## src/rtl/sys_defs.sv

```systemverilog
// ---------------------------------------------------------------------------
// sys_defs
//
// Purpose:
//   Shared system-wide definitions for the memory side of the processor:
//   the address width, the bus command encodings used between the caches
//   and the memory controller, and the owner encoding used by the memory
//   arbiter to remember which cache issued each outstanding memory tag.
//
// Contents:
//   XLEN          - address width in bits
//   NUM_MEM_TAGS  - number of memory tags (tag 0 means "no tag")
//   MEM_TAG_W     - width of a memory tag
//   BUS_COMMAND   - BUS_NONE / BUS_LOAD / BUS_STORE
//   MEM_OWNER     - OWNER_ICACHE / OWNER_DCACHE
// ---------------------------------------------------------------------------
package sys_defs;

    localparam int XLEN         = 32;
    localparam int NUM_MEM_TAGS = 16;
    localparam int MEM_TAG_W    = 4;

    typedef enum logic [1:0] {
        BUS_NONE  = 2'h0,
        BUS_LOAD  = 2'h1,
        BUS_STORE = 2'h2
    } BUS_COMMAND;

    typedef enum logic {
        OWNER_ICACHE = 1'b0,
        OWNER_DCACHE = 1'b1
    } MEM_OWNER;

endpackage

```

## src/rtl/mem_tag_table.sv

```systemverilog
// ---------------------------------------------------------------------------
// mem_tag_table
//
// Purpose:
//   Owner register file for the memory tags handed out by the controller.
//   Each of the 16 entries holds {valid, owner}. Entry 0 is never written,
//   because tag 0 means "no tag" on the memory interface.
//
// Ports:
//   clock        in   system clock
//   reset        in   asynchronous, active-low reset; clears all entries
//   set_en       in   record a newly accepted tag this cycle
//   set_tag      in   tag to record
//   set_owner    in   requester that owns set_tag
//   clr_en       in   retire a completed tag this cycle
//   clr_tag      in   tag to retire
//   lookup_tag   in   tag whose owner is being looked up (completion tag)
//   lookup_valid out  lookup_tag currently has an owner
//   lookup_owner out  owner of lookup_tag
//   outstanding  out  number of valid entries (0..15)
// ---------------------------------------------------------------------------
module mem_tag_table
    import sys_defs::*;
(
    input  logic                 clock,
    input  logic                 reset,
    input  logic                 set_en,
    input  logic [MEM_TAG_W-1:0] set_tag,
    input  MEM_OWNER             set_owner,
    input  logic                 clr_en,
    input  logic [MEM_TAG_W-1:0] clr_tag,
    input  logic [MEM_TAG_W-1:0] lookup_tag,
    output logic                 lookup_valid,
    output MEM_OWNER             lookup_owner,
    output logic [4:0]           outstanding
);

    logic [NUM_MEM_TAGS-1:0] valid_q;
    MEM_OWNER                owner_q [NUM_MEM_TAGS];

    // The clear is written before the set so that when the same tag is
    // retired and re-accepted in one cycle, the later assignment (the set)
    // is the one that takes effect.
    always_ff @(posedge clock or negedge reset) begin
        if (!reset) begin
            valid_q <= '0;
            for (int i = 0; i < NUM_MEM_TAGS; i++) begin
                owner_q[i] <= OWNER_ICACHE;
            end
        end else begin
            if (clr_en && (clr_tag != '0)) begin
                valid_q[clr_tag] <= 1'b0;
            end
            if (set_en && (set_tag != '0)) begin
                valid_q[set_tag] <= 1'b1;
                owner_q[set_tag] <= set_owner;
            end
        end
    end

    // Owner lookup is combinational so completions route in the same cycle.
    always_comb begin
        lookup_valid = valid_q[lookup_tag];
        lookup_owner = owner_q[lookup_tag];
    end

    // Population count of the valid bits.
    always_comb begin
        outstanding = '0;
        for (int i = 0; i < NUM_MEM_TAGS; i++) begin
            outstanding = outstanding + {4'b0000, valid_q[i]};
        end
    end

endmodule

```

## src/rtl/mem_arbiter.sv

```systemverilog
// ---------------------------------------------------------------------------
// mem_arbiter
//
// Purpose:
//   Shares the single memory-controller port between the instruction cache
//   and the data cache MSHR issue path. Each cycle one requester's command
//   is forwarded to memory with no added latency, the acceptance tag is
//   returned to the granted requester, and the owner of every accepted tag
//   is remembered so that completions are routed back only to that owner.
//
// Configuration:
//   MEM_ARB_STARVE_EN  defined     -> icache is promoted over dcache after
//                                     STARVE_LIMIT consecutive refused cycles
//                      not defined -> strict dcache priority, no counter
//
// Ports:
//   clock                 in   system clock
//   reset                 in   asynchronous, active-low reset
//   icache2ctlr_command   in   icache bus command
//   icache2ctlr_addr      in   icache request address
//   Ctlr2icache_response  out  icache acceptance tag (0 = not accepted)
//   Ctlr2icache_data      out  icache completion data
//   Ctlr2icache_tag       out  icache completion tag (0 = none)
//   dcache2ctlr_command   in   dcache MSHR issue command
//   dcache2ctlr_addr      in   dcache request address
//   dcache2ctlr_data      in   dcache store data
//   Ctlr2proc_response    out  dcache acceptance tag
//   Ctlr2proc_data        out  dcache completion data
//   Ctlr2proc_tag         out  dcache completion tag
//   proc2mem_command      out  command to memory
//   proc2mem_addr         out  address to memory
//   proc2mem_data         out  store data to memory
//   mem2proc_response     in   memory acceptance tag (0 = refused)
//   mem2proc_data         in   memory completion data
//   mem2proc_tag          in   memory completion tag (0 = none)
//   outstanding           out  number of tags currently owned
//   tag_err               out  sticky: a completion arrived for an unowned tag
// ---------------------------------------------------------------------------
module mem_arbiter
    import sys_defs::*;
#(
    parameter int STARVE_LIMIT = 4
) (
    input  logic                 clock,
    input  logic                 reset,

    input  logic [1:0]           icache2ctlr_command,
    input  logic [XLEN-1:0]      icache2ctlr_addr,
    output logic [MEM_TAG_W-1:0] Ctlr2icache_response,
    output logic [63:0]          Ctlr2icache_data,
    output logic [MEM_TAG_W-1:0] Ctlr2icache_tag,

    input  logic [1:0]           dcache2ctlr_command,
    input  logic [XLEN-1:0]      dcache2ctlr_addr,
    input  logic [63:0]          dcache2ctlr_data,
    output logic [MEM_TAG_W-1:0] Ctlr2proc_response,
    output logic [63:0]          Ctlr2proc_data,
    output logic [MEM_TAG_W-1:0] Ctlr2proc_tag,

    output logic [1:0]           proc2mem_command,
    output logic [XLEN-1:0]      proc2mem_addr,
    output logic [63:0]          proc2mem_data,
    input  logic [MEM_TAG_W-1:0] mem2proc_response,
    input  logic [63:0]          mem2proc_data,
    input  logic [MEM_TAG_W-1:0] mem2proc_tag,

    output logic [4:0]           outstanding,
    output logic                 tag_err
);

    logic     icache_req;
    logic     dcache_req;
    logic     starve_promote;
    logic     grant_icache;
    logic     grant_dcache;
    logic     accept_any;
    logic     icache_accepted;
    logic     comp_present;
    logic     comp_hit;
    logic     comp_miss;
    logic     lookup_valid;
    MEM_OWNER lookup_owner;
    MEM_OWNER set_owner;

    // Requests are masked while reset is held low so that every
    // combinational output reads as idle during reset, not only the
    // registered ones.
    always_comb begin
        icache_req = reset && (icache2ctlr_command != BUS_NONE);
        dcache_req = reset && (dcache2ctlr_command != BUS_NONE);
    end

    // dcache normally wins; icache wins when dcache is idle or when icache
    // has been refused long enough to be promoted.
    always_comb begin
        grant_icache = icache_req && (!dcache_req || starve_promote);
        grant_dcache = dcache_req && !grant_icache;
    end

    // Forward the granted requester's fields and hand the memory acceptance
    // tag back to that requester only. icache never stores, so its data
    // lane toward memory is always zero.
    always_comb begin
        proc2mem_command     = BUS_NONE;
        proc2mem_addr        = '0;
        proc2mem_data        = '0;
        Ctlr2icache_response = '0;
        Ctlr2proc_response   = '0;
        if (grant_dcache) begin
            proc2mem_command   = dcache2ctlr_command;
            proc2mem_addr      = dcache2ctlr_addr;
            proc2mem_data      = dcache2ctlr_data;
            Ctlr2proc_response = mem2proc_response;
        end else if (grant_icache) begin
            proc2mem_command     = icache2ctlr_command;
            proc2mem_addr        = icache2ctlr_addr;
            Ctlr2icache_response = mem2proc_response;
        end
    end

    // A nonzero acceptance tag is only meaningful when someone was granted.
    always_comb begin
        accept_any      = (grant_icache || grant_dcache) && (mem2proc_response != '0);
        icache_accepted = grant_icache && (mem2proc_response != '0);
        set_owner       = grant_dcache ? OWNER_DCACHE : OWNER_ICACHE;
    end

    mem_tag_table u_tag_table (
        .clock        (clock),
        .reset        (reset),
        .set_en       (accept_any),
        .set_tag      (mem2proc_response),
        .set_owner    (set_owner),
        .clr_en       (comp_hit),
        .clr_tag      (mem2proc_tag),
        .lookup_tag   (mem2proc_tag),
        .lookup_valid (lookup_valid),
        .lookup_owner (lookup_owner),
        .outstanding  (outstanding)
    );

    // A completion either hits an owned tag and is routed to its owner, or
    // misses and is dropped for both requesters while flagging an error.
    always_comb begin
        comp_present = reset && (mem2proc_tag != '0);
        comp_hit     = comp_present && lookup_valid;
        comp_miss    = comp_present && !lookup_valid;
    end

    // Completion data/tag go to exactly one requester; the other sees zeros.
    always_comb begin
        Ctlr2icache_tag  = '0;
        Ctlr2icache_data = '0;
        Ctlr2proc_tag    = '0;
        Ctlr2proc_data   = '0;
        if (comp_hit) begin
            if (lookup_owner == OWNER_DCACHE) begin
                Ctlr2proc_tag  = mem2proc_tag;
                Ctlr2proc_data = mem2proc_data;
            end else begin
                Ctlr2icache_tag  = mem2proc_tag;
                Ctlr2icache_data = mem2proc_data;
            end
        end
    end

    // Sticky error flag: once an unowned completion is seen it stays set
    // until the next reset.
    always_ff @(posedge clock or negedge reset) begin
        if (!reset) begin
            tag_err <= 1'b0;
        end else if (comp_miss) begin
            tag_err <= 1'b1;
        end
    end

`ifdef MEM_ARB_STARVE_EN
    localparam int STARVE_W = (STARVE_LIMIT < 1) ? 1 : $clog2(STARVE_LIMIT + 1);
    localparam logic [STARVE_W-1:0] STARVE_MAX = STARVE_W'(STARVE_LIMIT);

    logic [STARVE_W-1:0] starve_cnt;

    // Counts consecutive cycles in which icache asked and was not accepted,
    // whether it lost arbitration or memory refused it. It saturates at the
    // promotion threshold, since any value at or above it behaves the same.
    always_ff @(posedge clock or negedge reset) begin
        if (!reset) begin
            starve_cnt <= '0;
        end else if (icache_req && !icache_accepted) begin
            if (starve_cnt < STARVE_MAX) begin
                starve_cnt <= starve_cnt + 1'b1;
            end
        end else begin
            starve_cnt <= '0;
        end
    end

    assign starve_promote = (starve_cnt >= STARVE_MAX);
`else
    // Strict dcache priority: icache is never promoted over a dcache request.
    assign starve_promote = 1'b0;
`endif

endmodule

```

## config.mk

```make
export PLATFORM = sky130hd
export DESIGN_NAME = mem_arbiter
export DESIGN_NICKNAME = d
export VERILOG_FILES = /design/src/rtl/sys_defs.sv /design/src/rtl/mem_tag_table.sv /design/src/rtl/mem_arbiter.sv
export SDC_FILE = /design/constraint.sdc
export NUM_CORES = 1
export LEC_CHECK = 0
export BUFFER_PORTS_ARGS = -buffer_cell sky130_fd_sc_hd__buf_2
export CAP_MARGIN = 20
export CORE_AREA = 2 2 174 176
export CTS_CLUSTER_DIAMETER = 200
export DETAILED_ROUTE_END_ITERATION = 6
export DIE_AREA = 0 0 176 178
export GPL_ROUTABILITY_DRIVEN = 0
export GPL_TIMING_DRIVEN = 0
export PLACE_DENSITY_LB_ADDON = 0.05
export SLEW_MARGIN = 20
export SYNTH_ARGS = -nofsm -noshare
export SYNTH_HDL_FRONTEND = slang
export SYNTH_HIERARCHICAL = 1
export SYNTH_SLANG_ARGS = --single-unit
```

## constraint.sdc

```tcl
create_clock -name clock -period 4.15 [get_ports clock]
set_clock_uncertainty 0.1 [all_clocks]
set_input_delay 0.2075 -clock clock [delete_from_list [all_inputs] [get_ports clock]]
set_output_delay 0.2075 -clock clock [all_outputs]
set_load 0.02 [all_outputs]
```

Yosys cells after proc, flatten, opt, wreduce, memory -nomap -nowiden. Cells that the tools add are included.

$add $sub $neg: 15. Order comparisons: 7. Mux-type cells: 31. Bitwise gates (word level): 5. Reduce and logical (&&, ||, !) cells: 21.

Operator list (count): $mux 64 (5); $add 5x1->5 (14); $mux 32 (2); $mux 16 (2); $mux 4 (7); $and 16x16->16 (1); $bwmux 16 (1); $not 16->16 (1); $or 16x16->16 (1); $logic_and 1x1->1 (13); $demux 1 s4 (3); $ge 5x5->1 const B (2); $lt 4x5->1 const B (2); $not 4->5 (2); $bmux 1 s4 (2); $ge 4x1->1 const B (2); $reduce_bool 4->1 (2); $mux 1 (7); $lt 5x1->1 const B (1); $mux 2 (2); $reduce_bool 2->1 (2); $logic_not 1->1 (3); $add 1x1->2 (1); $logic_or 1x1->1 (1).

Bits in registers: 33. Output and inout bits: 248.

Logic depth before layout (Yosys ltp).
Depth after elaboration: 15. Depth in mapped cells: 12.

Cells and area by module. Netlist, hierarchy kept.

Modules (own cells, without submodules): mem_arbiter (times used 1, cells each 384, area each 2343.5 um^2); mem_tag_table (times used 1, cells each 183, area each 1981.9 um^2).

Least setup slack after synthesis. OpenSTA, ideal clock, no wires.

Kind: reg2out. Start point: register u_tag_table.valid_q[11]. End point: output port outstanding[2]. Data arrival time: 3368 ps. Data required time: 3843 ps. Path slack: 474 ps. Stages on the path, launching flop included: 11. Path through: dfrtp_1 inv_1 fa_1 fa_1 fa_1 fa_1 inv_1 ha_1 inv_1 fa_1 xnor2_1.

Cells in the longest elaborated chain, start to end: 5.

Ends and longest elaborated chain: start, declared (line mem_tag_table.sv:38) `logic [NUM_MEM_TAGS-1:0] valid_q;`; start signal, assigned (line mem_tag_table.sv:46) `valid_q <= '0;`; start signal, assigned by index (line mem_tag_table.sv:52) `valid_q[clr_tag] <= 1'b0;`; start signal, assigned by index (line mem_tag_table.sv:55) `valid_q[set_tag] <= 1'b1;`; $add 5x1->5 (5 in a row) (line mem_tag_table.sv:71) `outstanding = outstanding + {4'b0000, valid_q[i]};`; end, declared (line mem_arbiter.sv:67) `output logic [4:0] outstanding,`.

Every way passes these cells.

Final worst setup path.
Start point: register u_tag_table.valid_q[15]. End point: output port outstanding[4].

Cells in the longest elaborated chain, start to end: 1.

Ends and longest elaborated chain (line): $add 5x1->5 (mem_tag_table.sv:71).

Every way passes these cells.

==> summary.log <==
qor: drt.firstDrtPassIters 4
qor: sta.period_needed 3.97 ns
qor: drt.route.vias.total 6292
qor: setup_path.setup.reg_to_reg.worst_slack 0.85 ns
qor: sta.worst_slew_margin_rel 45.3%
qor: die.floorplan.die_area 31300 µm²
qor: placement.dp_hpwl 27100 µm
qor: die.initial_utilization 14.7%
qor: clock_tree.clock_tree.htree_level_count 2
qor: finish.final_cell_mix sky130_fd_sc_hd__buf_2, sky130_fd_sc_hd__nand2_1, sky130_fd_sc_hd__and2_1, sky130_fd_sc_hd__nor3_1, sky130_fd_sc_hd__nor4b_1
qor: sta.worstMarginPinSlew 0.821 ns
qor: yosys.syn_area 4330 µm²
qor: clock_tree.clock_tree.root_cell sky130_fd_sc_hd__clkbuf_16
qor: setup_path.r2r_end u_tag_table/valid_q[13]$_DFF_PN0_
qor: job.cap_violations 0
qor: setup_path.critical_path_peak_fanout 3
qor: finish.num-nets-final 1249
qor: global_route.globalRoute.totalOverflow 0
qor: placement.postPlaceCellArea 7080 µm²
qor: drt.wire_per_inst 22.0 µm
qor: yosys.average_footprint_of_a_synthesized_cell 7.63 µm²
qor: setup_path.crit_type register to output pin
qor: power.worst_ir_drop_vdd 754 µV
qor: global_route.globalRouteTotalUtil 18.5%
qor: setup_path.worstPathCellList inv_2 > fa_1 > fa_1 > fa_1 > fa_1 > inv_1 > ha_2 > inv_1 > fa_2 > nor2b_2 > o21a_1 > buf_4
qor: clock_tree.worstSkewPairLatency 0.27 ns
qor: setup_path.max_stage_delay 0.56 ns
qor: global_route.grt_antenna_before_repair 8
qor: finish.stdcell_area 7230 µm²
qor: finish.diodes 0
qor: clock_tree.worst_setup_hold_path_clk_slew 0.05 ns
qor: setup_path.crit_path_start u_tag_table/valid_q[15]$_DFF_PN0_
qor: yosys.syn_nets 788
qor: sta.rsz0062_at_grt no
qor: finish.sequential_cell_area 826 µm²
qor: sta.fin_tns_setup 0 ns
qor: setup_path.endpoint outstanding[4]
qor: clock_tree.post_cts.repair.setup_buffers 0
qor: drt.first_iter_violations 309
qor: die.fp.coreArea 29400 µm²
qor: sta.fin_worst_setup_slack 0.178 ns
qor: global_route.first_global_vias 6315
qor: yosys.postSynthCellCount 567
qor: drt.final_antenna_net_count 0
qor: die.fp-row-count 63
qor: sta.final.period_utilization 95.7%
qor: global_route.pin_count_of_the_biggest_net_entering_global_routing 35
qor: setup_path.crit_path_top_cell_by_count sky130_fd_sc_hd__fa_1
qor: finish.fill_cells 3345
qor: sta.hold_viol_final 0
qor: clock_tree.tritoncts_num_sinks 33
qor: yosys.synth_seq_area_share 19.1%
qor: power.power-per-cell-area 506 nW/µm²
qor: setup_path.r2r_start u_tag_table/valid_q[2]$_DFF_PN0_
qor: setup_path.timing.critical_path.buf_inv 4
qor: finish.final_common_cell sky130_fd_sc_hd__buf_2
qor: setup_path.cp-start-kind register
qor: die.die_height 178 µm
qor: placement.preCtsSetupSlack 0.293 ns
qor: finish.area_growth_syn_to_layout 67.2%
qor: setup_path.crit_path_end_kind output pin
qor: worst_hold_path.min_path_type input port to register
qor: die.top_level_ports 454
qor: clock_tree.cts_inserted_buffers 5
qor: clock_tree.cts_tree yes
qor: drt.detail_route.wirelength 31200 µm
qor: finish.multi_input_area 3130 µm²
qor: yosys.synth-seq-cells 33
qor: yosys.yosysWarningCount 6
qor: setup_path.crit_required 3.84 ns
qor: drt.remaining_drc_errors 0
qor: sta.timing_max_transition_violations_final 0
qor: finish.final_core_utilization 24.6%
qor: placement.portBuffers 453
qor: run_status.outcome complete, no violations
qor: sta.holdWs 0.240 ns
qor: global_route.grt_pass1_wl 42800 µm
qor: clock_tree.clock_tree.buffer_depth 2
qor: sta.max_freq 252 MHz
qor: setup_path.critical-path-slowest-cell sky130_fd_sc_hd__fa_1
qor: finish.drive_above_1_share 48.7%
qor: sta.number_of_endpoints_failing_setup_at_the_final_stage 0
qor: yosys.synth_cell_types 37
qor: setup_path.worst-path-stages 12
qor: power.cellLeakagePower 3.75 nW
qor: setup_path.arrival 3.66 ns
qor: die.fp.dieW 176 µm
qor: setup_path.critical-path-top-delay-family adder cells
qor: setup_path.r2r_cells 10
qor: drt.route.detailed.vias_per_inst 4.44
==> cell type report <==
| type | instances | area share (%) |
|---|---|---|
| Buffer | 67 | 3.81 |
| Tap cell | 390 | 6.75 |
| Multi-Input combinational cell | 440 | 43.3 |
| Clock inverter | 1 | 0.0692 |
| Clock buffer | 5 | 1.73 |
| Sequential cell | 33 | 11.4 |
| Timing Repair Buffer | 454 | 31.5 |
| Inverter | 27 | 1.40 |
==> power breakdown <==
| part | internal (mW) | switching, mW | leakage, nW |
|---|---|---|---|
| clock | 0.214 | 0.134 | 0.0655 |
| sequential | 0.402 | 0.0566 | 0.391 |
| combinational | 1.10 | 1.75 | 3.30 |
| total | 1.72 | 1.94 | 3.75 |
==> how the worst min path moves through the flow <==
stage,start,endpoint,slack (ns),cells after the start
finish,mem2proc_response[0],u_tag_table/valid_q[13]$_DFF_PN0_,0.24,3
global route,mem2proc_response[0],u_tag_table/valid_q[13]$_DFF_PN0_,0.25,3
CTS,mem2proc_response[0],u_tag_table/valid_q[13]$_DFF_PN0_,0.21,3
detailed placement,reset,u_tag_table/owner_q[10]$_DFFE_PN0P_,0.27,1
global placement,reset,u_tag_table/owner_q[10]$_DFFE_PN0P_,0.27,1
floorplan,reset,tag_err$_DFFE_PN0P_,-0.19,0
==> metal layers <==
metal | up-vias | routed length (µm) | global-route usage, %
met4 | 2 | 728 | 4.20
met5 | - | 12 | 0
met3 | 34 | 2650 | 5.12
met2 | 354 | 15800 | 34.1
li1 | 2952 | - | -
met1 | 2950 | 12000 | 21.2
==> metrics by stage <==
step | instances | total power [mW]
6_report | 1417 | 3.66
5_1_grt | 1417 | 3.99
4_1_cts | 1417 | 3.69
3_5_place_dp | 1410 | 3.31
3_3_place_gp | 1410 | 3.33
2_1_floorplan | 567 | 2.36
==> synthesized netlist by cell type <==
| master | count | share of area (%) |
|---|---|---|
| sky130_fd_sc_hd__or3b_2 | 1 | 0.20 |
| sky130_fd_sc_hd__mux2_2 | 15 | 3.9 |
| sky130_fd_sc_hd__nor2b_1 | 7 | 1.0 |
| sky130_fd_sc_hd__nor3b_1 | 1 | 0.17 |
| sky130_fd_sc_hd__nand3_1 | 7 | 0.81 |
| sky130_fd_sc_hd__o41ai_4 | 1 | 0.64 |
| sky130_fd_sc_hd__and2_1 | 68 | 9.8 |
| sky130_fd_sc_hd__or2_2 | 1 | 0.14 |
| sky130_fd_sc_hd__a21oi_1 | 1 | 0.12 |
| sky130_fd_sc_hd__nor4b_1 | 64 | 13 |
| sky130_fd_sc_hd__o21bai_1 | 1 | 0.17 |
| sky130_fd_sc_hd__buf_1 | 3 | 0.26 |
| sky130_fd_sc_hd__nand2b_1 | 5 | 0.72 |
| sky130_fd_sc_hd__nand2_1 | 90 | 7.8 |
| sky130_fd_sc_hd__buf_2 | 13 | 1.5 |
| sky130_fd_sc_hd__xnor2_1 | 2 | 0.41 |
| sky130_fd_sc_hd__inv_1 | 26 | 2.3 |
| sky130_fd_sc_hd__inv_2 | 1 | 0.087 |
| sky130_fd_sc_hd__nor3_1 | 68 | 7.9 |
| sky130_fd_sc_hd__ha_1 | 5 | 1.4 |
| sky130_fd_sc_hd__and3_1 | 4 | 0.58 |
| sky130_fd_sc_hd__buf_6 | 1 | 0.26 |
| sky130_fd_sc_hd__and3b_1 | 2 | 0.41 |
| sky130_fd_sc_hd__a32o_1 | 32 | 7.4 |
| sky130_fd_sc_hd__nor2_1 | 9 | 0.78 |
| sky130_fd_sc_hd__o21a_1 | 6 | 1.0 |
| sky130_fd_sc_hd__fa_1 | 10 | 4.6 |
| sky130_fd_sc_hd__clkbuf_1 | 50 | 4.3 |
| sky130_fd_sc_hd__o21ai_0 | 20 | 2.3 |
| sky130_fd_sc_hd__nand3b_1 | 4 | 0.69 |
| sky130_fd_sc_hd__a22oi_1 | 2 | 0.35 |
| sky130_fd_sc_hd__and4b_1 | 4 | 0.93 |
| sky130_fd_sc_hd__mux4_2 | 4 | 2.1 |
| sky130_fd_sc_hd__or4_1 | 1 | 0.17 |
| sky130_fd_sc_hd__dfrtp_1 | 33 | 19 |
| sky130_fd_sc_hd__mux4_1 | 4 | 2.4 |
| sky130_fd_sc_hd__a21o_1 | 1 | 0.17 |
==> worst register-to-register path, stage by stage (launching register included) <==
cell and delay [ns]:
sky130_fd_sc_hd__dfrtp_1 0.42, sky130_fd_sc_hd__mux4_2 0.48, sky130_fd_sc_hd__a22oi_1 0.21, sky130_fd_sc_hd__nand3_1 0.24, sky130_fd_sc_hd__inv_2 0.22, sky130_fd_sc_hd__clkbuf_1 0.44
sky130_fd_sc_hd__clkbuf_1 0.44, sky130_fd_sc_hd__nor2_1 0.21, sky130_fd_sc_hd__nand3_1 0.18, sky130_fd_sc_hd__o21ai_0 0.16, sky130_fd_sc_hd__o21ai_0 0.10
==> cell families after synthesis <==
group                    count (synthesis)  synth area share, %
buffers and inverters                   94                 8.71
XOR/XNOR                                 2                0.405
flip-flops                              33                 19.1
AO/OA/AOI/OAI                           64                 12.2
adder cells (fa/ha/maj)                 15                 6.07
multiplexers                            23                 8.42
AND/OR/NAND/NOR                        336                 45.1
==> flip-flops by register name, summed over array words and instances, names as in the netlist <==
name	count
u_tag_table/valid_q	16
tag_err	1
u_tag_table/owner_q	16
==> timing repair <==
| action | CTS | global route |
|---|---|---|
| resized for setup | 1 | 4 |
| pin swaps | 2 | 5 |
| endpoints found under the setup margin | 1 | 4 |
| endpoints found under the hold margin | 33 | 0 |
| hold buffers | 1 | 0 |
(Power assumes the default switching activity.)
